[config.mk]
export PLATFORM = sky130hd
export DESIGN_NAME = key_conditioner
export DESIGN_NICKNAME = d
export VERILOG_FILES = /design/src/rtl/key_conditioner.sv
export SDC_FILE = /design/constraint.sdc
export NUM_CORES = 1
export LEC_CHECK = 0
export BUFFER_PORTS_ARGS = -buffer_cell sky130_fd_sc_hd__buf_2
export CAP_MARGIN = 30
export CORE_UTILIZATION = 45
export DETAILED_ROUTE_END_ITERATION = 10
export GPL_ROUTABILITY_DRIVEN = 1
export PLACE_DENSITY = 0.71
export SETUP_SLACK_MARGIN = 0.02
export SKIP_LAST_GASP = 1
export SLEW_MARGIN = 15
export SYNTH_ARGS = -nofsm -noshare
export SYNTH_HDL_FRONTEND = slang
export SYNTH_SLANG_ARGS = --single-unit
[constraint.sdc]
create_clock -name clk -period 5.1 [get_ports clk]
set_input_delay 0.765 -clock clk [delete_from_list [all_inputs] [get_ports clk]]
set_output_delay 0.765 -clock clk [all_outputs]
set_load 0.01 [all_outputs]
[src/rtl/key_conditioner.sv]
// -----------------------------------------------------------------------------
// key_conditioner
//   Conditions two raw active-low push-buttons (UP, DOWN) for a speed selector.
//   Each key has its own independent channel: a two-flop synchronizer, a
//   saturating stability counter and a four-state debounce FSM. Each channel
//   produces a debounced level (0 = pressed) and a one-cycle press pulse.
//
//   Optional feature: define KEY_AUTOREPEAT_EN to add auto-repeat pulses while
//   a key stays PRESSED. The first repeat comes REPEAT_DELAY cycles after the
//   initial pulse, then one every REPEAT_PERIOD cycles. The default build
//   (macro undefined) gives exactly one pulse per accepted press.
//
//   Parameters (DEBOUNCE_CYCLES must be >= 2):
//     DEBOUNCE_CYCLES  stable cycles needed to accept a key change
//     REPEAT_DELAY     hold cycles from the initial pulse to the first repeat
//     REPEAT_PERIOD    cycles between later repeat pulses
//
//   Ports:
//     clk         in   system clock, rising edge
//     rst         in   synchronous reset, active low
//     key_up_n    in   raw UP button, 0 = pressed
//     key_down_n  in   raw DOWN button, 0 = pressed
//     up          out  debounced UP level, 0 = pressed
//     down        out  debounced DOWN level, 0 = pressed
//     up_press    out  one-cycle pulse per accepted UP press (plus repeats)
//     down_press  out  one-cycle pulse per accepted DOWN press (plus repeats)
// -----------------------------------------------------------------------------

package key_conditioner_pkg;
  typedef enum logic [1:0] {
    RELEASED     = 2'd0,
    PRESS_WAIT   = 2'd1,
    PRESSED      = 2'd2,
    RELEASE_WAIT = 2'd3
  } key_state_e;
endpackage

// One key channel. state_o exposes the FSM state; the level output is decoded
// from it by the parent.
module key_channel
  import key_conditioner_pkg::*;
#(
  parameter int DEBOUNCE_CYCLES = 1000000,
  parameter int REPEAT_DELAY    = 25000000,
  parameter int REPEAT_PERIOD   = 10000000
) (
  input  logic       clk,
  input  logic       rst,
  input  logic       key_n,
  output key_state_e state_o,
  output logic       press_o
);

  localparam int CW = (DEBOUNCE_CYCLES > 2) ? $clog2(DEBOUNCE_CYCLES) : 1;
  localparam logic [CW-1:0] CNT_MAX = CW'(DEBOUNCE_CYCLES - 1);
  // A change is accepted on the edge where the incremented count reaches
  // DEBOUNCE_CYCLES-1, i.e. when the current count is one below it.
  localparam logic [CW-1:0] CNT_PRE = CW'(DEBOUNCE_CYCLES - 2);

  logic [1:0]    sync_q, sync_d;
  key_state_e    state_q, state_d;
  logic [CW-1:0] cnt_q, cnt_d, cnt_inc;
  logic          press_q, press_d;
  logic          key_s;
  logic          enter_pressed;

  assign key_s   = sync_q[1];
  assign state_o = state_q;
  assign press_o = press_q;

`ifdef KEY_AUTOREPEAT_EN
  localparam int RPT_MAXV = (REPEAT_DELAY > REPEAT_PERIOD) ? REPEAT_DELAY : REPEAT_PERIOD;
  localparam int RW       = (RPT_MAXV > 2) ? $clog2(RPT_MAXV) : 1;
  localparam logic [RW-1:0] RPT_MAX  = RW'(RPT_MAXV - 1);
  localparam logic [RW-1:0] DLY_LAST = RW'(REPEAT_DELAY - 1);
  localparam logic [RW-1:0] PER_LAST = RW'(REPEAT_PERIOD - 1);

  logic [RW-1:0] rpt_q, rpt_d;
  // 0: waiting for the first repeat (DELAY), 1: periodic repeats (PERIOD)
  logic          phase_q, phase_d;
  logic          rpt_fire;
`endif

  always_comb begin
    sync_d        = {sync_q[0], key_n};
    state_d       = state_q;
    cnt_d         = cnt_q;
    press_d       = 1'b0;
    enter_pressed = 1'b0;
    cnt_inc       = (cnt_q == CNT_MAX) ? cnt_q : cnt_q + CW'(1);

    case (state_q)
      RELEASED: begin
        if (!key_s) begin
          state_d = PRESS_WAIT;
          cnt_d   = '0;
        end
      end
      PRESS_WAIT: begin
        if (key_s) begin
          state_d = RELEASED;
        end else if (cnt_q == CNT_PRE) begin
          state_d       = PRESSED;
          cnt_d         = cnt_inc;
          enter_pressed = 1'b1;
          press_d       = 1'b1;
        end else begin
          cnt_d = cnt_inc;
        end
      end
      PRESSED: begin
        if (key_s) begin
          state_d = RELEASE_WAIT;
          cnt_d   = '0;
        end
      end
      RELEASE_WAIT: begin
        if (!key_s) begin
          state_d = PRESSED;
        end else if (cnt_q == CNT_PRE) begin
          state_d = RELEASED;
          cnt_d   = cnt_inc;
        end else begin
          cnt_d = cnt_inc;
        end
      end
      default: state_d = RELEASED;
    endcase
  end

`ifdef KEY_AUTOREPEAT_EN
  // Repeat counter advances only while PRESSED; RELEASE_WAIT leaves it frozen
  // so a release glitch resumes the schedule rather than restarting it.
  always_comb begin
    rpt_d    = rpt_q;
    phase_d  = phase_q;
    rpt_fire = 1'b0;
    if (enter_pressed) begin
      rpt_d   = '0;
      phase_d = 1'b0;
    end else if (state_q == PRESSED) begin
      if ((!phase_q && rpt_q == DLY_LAST) || (phase_q && rpt_q == PER_LAST)) begin
        rpt_fire = 1'b1;
        rpt_d    = '0;
        phase_d  = 1'b1;
      end else if (rpt_q != RPT_MAX) begin
        rpt_d = rpt_q + RW'(1);
      end
    end
  end

  always_ff @(posedge clk) begin
    if (!rst) begin
      rpt_q   <= '0;
      phase_q <= 1'b0;
    end else begin
      rpt_q   <= rpt_d;
      phase_q <= phase_d;
    end
  end
`endif

  always_ff @(posedge clk) begin
    if (!rst) begin
      sync_q  <= 2'b11;
      state_q <= RELEASED;
      cnt_q   <= '0;
      press_q <= 1'b0;
    end else begin
      sync_q  <= sync_d;
      state_q <= state_d;
      cnt_q   <= cnt_d;
`ifdef KEY_AUTOREPEAT_EN
      press_q <= press_d | rpt_fire;
`else
      press_q <= press_d;
`endif
    end
  end

endmodule

module key_conditioner
  import key_conditioner_pkg::*;
#(
  parameter int DEBOUNCE_CYCLES = 1000000,
  parameter int REPEAT_DELAY    = 25000000,
  parameter int REPEAT_PERIOD   = 10000000
) (
  input  logic clk,
  input  logic rst,
  input  logic key_up_n,
  input  logic key_down_n,
  output logic up,
  output logic down,
  output logic up_press,
  output logic down_press
);

  key_state_e up_state, down_state;

  key_channel #(
    .DEBOUNCE_CYCLES(DEBOUNCE_CYCLES),
    .REPEAT_DELAY   (REPEAT_DELAY),
    .REPEAT_PERIOD  (REPEAT_PERIOD)
  ) u_up (
    .clk    (clk),
    .rst    (rst),
    .key_n  (key_up_n),
    .state_o(up_state),
    .press_o(up_press)
  );

  key_channel #(
    .DEBOUNCE_CYCLES(DEBOUNCE_CYCLES),
    .REPEAT_DELAY   (REPEAT_DELAY),
    .REPEAT_PERIOD  (REPEAT_PERIOD)
  ) u_down (
    .clk    (clk),
    .rst    (rst),
    .key_n  (key_down_n),
    .state_o(down_state),
    .press_o(down_press)
  );

  // Level reads pressed for the whole time the key is accepted as down,
  // including the release qualification window.
  assign up   = ~((up_state == PRESSED) || (up_state == RELEASE_WAIT));
  assign down = ~((down_state == PRESSED) || (down_state == RELEASE_WAIT));

endmodule

==> out/metrics.csv <==
stage,metric,value,unit
worst_setup_path,CP max stage cell,dfxtp_1,
final_layout,post-layout util,0.494,
final_layout,Post-Layout Cell Count,381,
final_layout,ant diodes,0,
cts,Worst-Skew Late Latency,0.31,ns
floorplanning,chip width,77.6,µm
final_layout,most frequent cells in the layout,"dfxtp_1, nand2_1, nand3_1",
logic_synthesis,Most used DFF post-synth,dfxtp_1,
placement,Port Buffer Count,7,
worst_setup_path,CP cell instances,and4b_1 > nand4_1 > o21ai_2 > o21ai_1 > nor2_1,
cts,CTS max path bufs,2,
timing,Final setup viols,0,
hold_path,Cells on Worst Hold Path,1,
worst_setup_path,Reg2Reg Launch Point,u_up.state_o[0],
logic_synthesis,cell area after synthesis,0.00257,mm²
power,Total Power Consumption,0.000641,W
floorplanning,die area,0.00602,mm²
detailed_routing,"antenna viol nets, final",0,
logic_synthesis,"Seq/Total Area, Yosys",0.389,
worst_setup_path,CP Data Required Time,5.34,ns
logic_synthesis,Synth area leaders,"dfxtp_1, nand3_1, nand2_1",
logic_synthesis,Synth Instances,308,
timing,worst slew pin tran,0.629,ns
global_routing,vias in the first global route,1907,
hold_path,Hold Crit Class,reg2reg,
worst_setup_path,CP peak stage delay,0.62,ns
global_routing,grt total ovfl,0,
floorplanning,die height,77.6,µm
logic_synthesis,"EDFF count, synth",0,
cts,hold buffers post-CTS,0,
detailed_routing,iteration-0 DRC count of the detailed router,121,
cts,clk sink count,50,
logic_synthesis,top cell type's share of synthesized area,0.389,
detailed_routing,First-pass DRT Iterations,4,
worst_setup_path,Worst Path Arrival,2.37,ns
floorplanning,I/O Pins,8,
floorplanning,Initial Util,0.467,
final_layout,"most common cell after layout, fill and taps aside",dfxtp_1,
worst_setup_path,reg2reg path depth,5,
global_routing,GRT Util Overall,0.184,
final_layout,Final #Nets,317,
timing,Fin Setup TNS,0,ns
worst_setup_path,Startpoint Class,flip-flop,
worst_setup_path,r2r setup slk,2.97,ns
final_layout,"Area growth, synth to finish",5.64,%
global_routing,initial antenna violation count,0,
logic_synthesis,"Avg Cell Area, Syn",8.35,µm²
final_layout,share of cells above drive strength 1,0.0712,
worst_setup_path,Crit. End Element,flip-flop,
logic_synthesis,synth warn,0,
worst_setup_path,critical path's top delay family,compound AO/OA/AOI/OAI gates,
timing,RSZ-0062 raised after global routing,false,
cts,Post-CTS Resized,0,
placement,RePlAce Congestion,0.825,
timing,Max Fclk,469,MHz
worst_setup_path,Reg2Reg Capture Point,u_up.cnt_q[16],
detailed_routing,vias per cell,5.70,
logic_synthesis,Post-Syn Nets,316,
power,maximum vdd drop,0.240,mV
hold_path,Hold Path End,u_up.sync_q[1],
power,power per standard cell area,236,mW/mm²
timing,minimum clock period,2.13,ns
logic_synthesis,post-synth cell types,48,
detailed_routing,Routed WL,5030,µm
floorplanning,core area,0.00551,mm²
cts,CTS tree,done,
detailed_routing,Wirelength per Cell,13.2,µm
worst_setup_path,Crit Path Max Fanout,16,
worst_setup_path,Setup CP Type,reg2reg,
worst_setup_path,"Buf+Inv Stages, Crit Path",0,
cts,Post-CTS Setup Inserts,0,
logic_synthesis,"area leader, netlist",dfxtp_1,
timing,Final Hold Fails,0,
detailed_routing,via count,2171,
detailed_routing,drt drc,0,
floorplanning,FP Rows,27,
cts,CTS H-tree lvls,2,
placement,placed cell count,373,
global_routing,first-pass GRT wire length,8890,µm
global_routing,largest net degree at the start of global routing,39,
cts,TritonCTS Buffers,5,
hold_path,worst hold start,u_up.sync_q[0],
cts,Root Driver,clkbuf_8,
timing,clock skew,0.00760,ns
timing,Final Cycle Share,0.418,
timing,pins over their slew limit,0,
power,Leak,0.927,nW
placement,Detailed Place HPWL,3480,µm
logic_synthesis,Post-synth ARST share,0,
outcome,outcome,completed,
cts,register clock-pin slew on the reported worst setup and hold paths,0.09,ns
logic_synthesis,Yosys reg bits,50,
timing,Slew headroom,0.580,
job,max_cap viols,0,
[worst max-delay path by stage]
stage                    startpoint          endpoint  depth (start not counted)
finish              u_up.state_o[0]    u_up.cnt_q[16]                          5
global placement                rst   u_down.cnt_q[3]                          4
CTS                 u_up.state_o[0]    u_up.cnt_q[16]                          5
floorplan                 flip-flop  u_down.cnt_q[11]                          5
global route         u_up.cnt_q[11]    u_up.cnt_q[18]                          5
detailed placement              rst   u_down.cnt_q[3]                          4
[routing by layer]
metal  wire (µm)  track usage  vias to the layer above
met4          78       0.0698                        0
met5           0            0                        -
li1            -            -                     1111
met2        2190        0.284                       20
met3         113       0.0424                        7
met1        2650        0.249                     1033
[final cells by class]
| cell class | count | area, µm² |
|---|---|---|
| Tap cell | 72 | 90.1 |
| Multi-Input combinational cell | 237 | 1470 |
| Timing Repair Buffer | 8 | 42.5 |
| Fill cell | 533 | 2790 |
| Sequential cell | 50 | 1000 |
| Inverter | 7 | 26.3 |
| Clock inverter | 2 | 15.0 |
| Clock buffer | 5 | 68.8 |
[worst register-to-register path, cell delays in order, from the launching register on]
cell and delay (ns):
dfxtp_1 0.62, and4b_1 0.26, nand4_1 0.17, o21ai_2 0.58
o21ai_1 0.28, nor2_1 0.17
[through the flow]
stage	instance area, µm²	worst slack [ns]	hold slack [ns]
floorplan	2570	3.40	0.386
global placement	2630	2.84	0.390
detailed placement	2630	2.79	0.396
CTS	2710	2.98	0.421
global route	2720	2.72	0.450
finish	2720	2.97	0.421
[registers in the layout (all words and copies together), names as in the netlist, named ones only]
name	cells
u_down.press_o	1
u_down.cnt_q	20
u_up.cnt_q	20
u_up.state_o	1
u_down.state_o	1
u_up.sync_q	2
u_down.sync_q	2
u_up.press_o	1
[logic make-up after synthesis]
kind of cell	count (synthesis)	synth area share
muxes	6	0.0233
AOI/OAI and AO/OA	46	0.112
buffers and inverters	21	0.0379
xor gates and xnor gates	16	0.0574
DFF	50	0.389
and+or+nand+nor	165	0.360
adders and majority gates	4	0.0195
[synth_stat cells, types with 7 or more instances]
master and instances:
dfxtp_1 50, nand2_1 32, nand3_1 26, nor2_1 25, o21ai_0 13, and3_1 12, a21oi_1 10, nand4_1 10
xor2_1 9, nor3_1 8, or3_1 8, and4_1 7, inv_1 7
[power by group]
group          switching, W  total [W]  internal [W]
sequential       0.00000231   0.000394      0.000392
combinational     0.0000148  0.0000212    0.00000642
clock              0.000131   0.000225     0.0000938
Note: power is estimated with default switching activity, not from simulation.
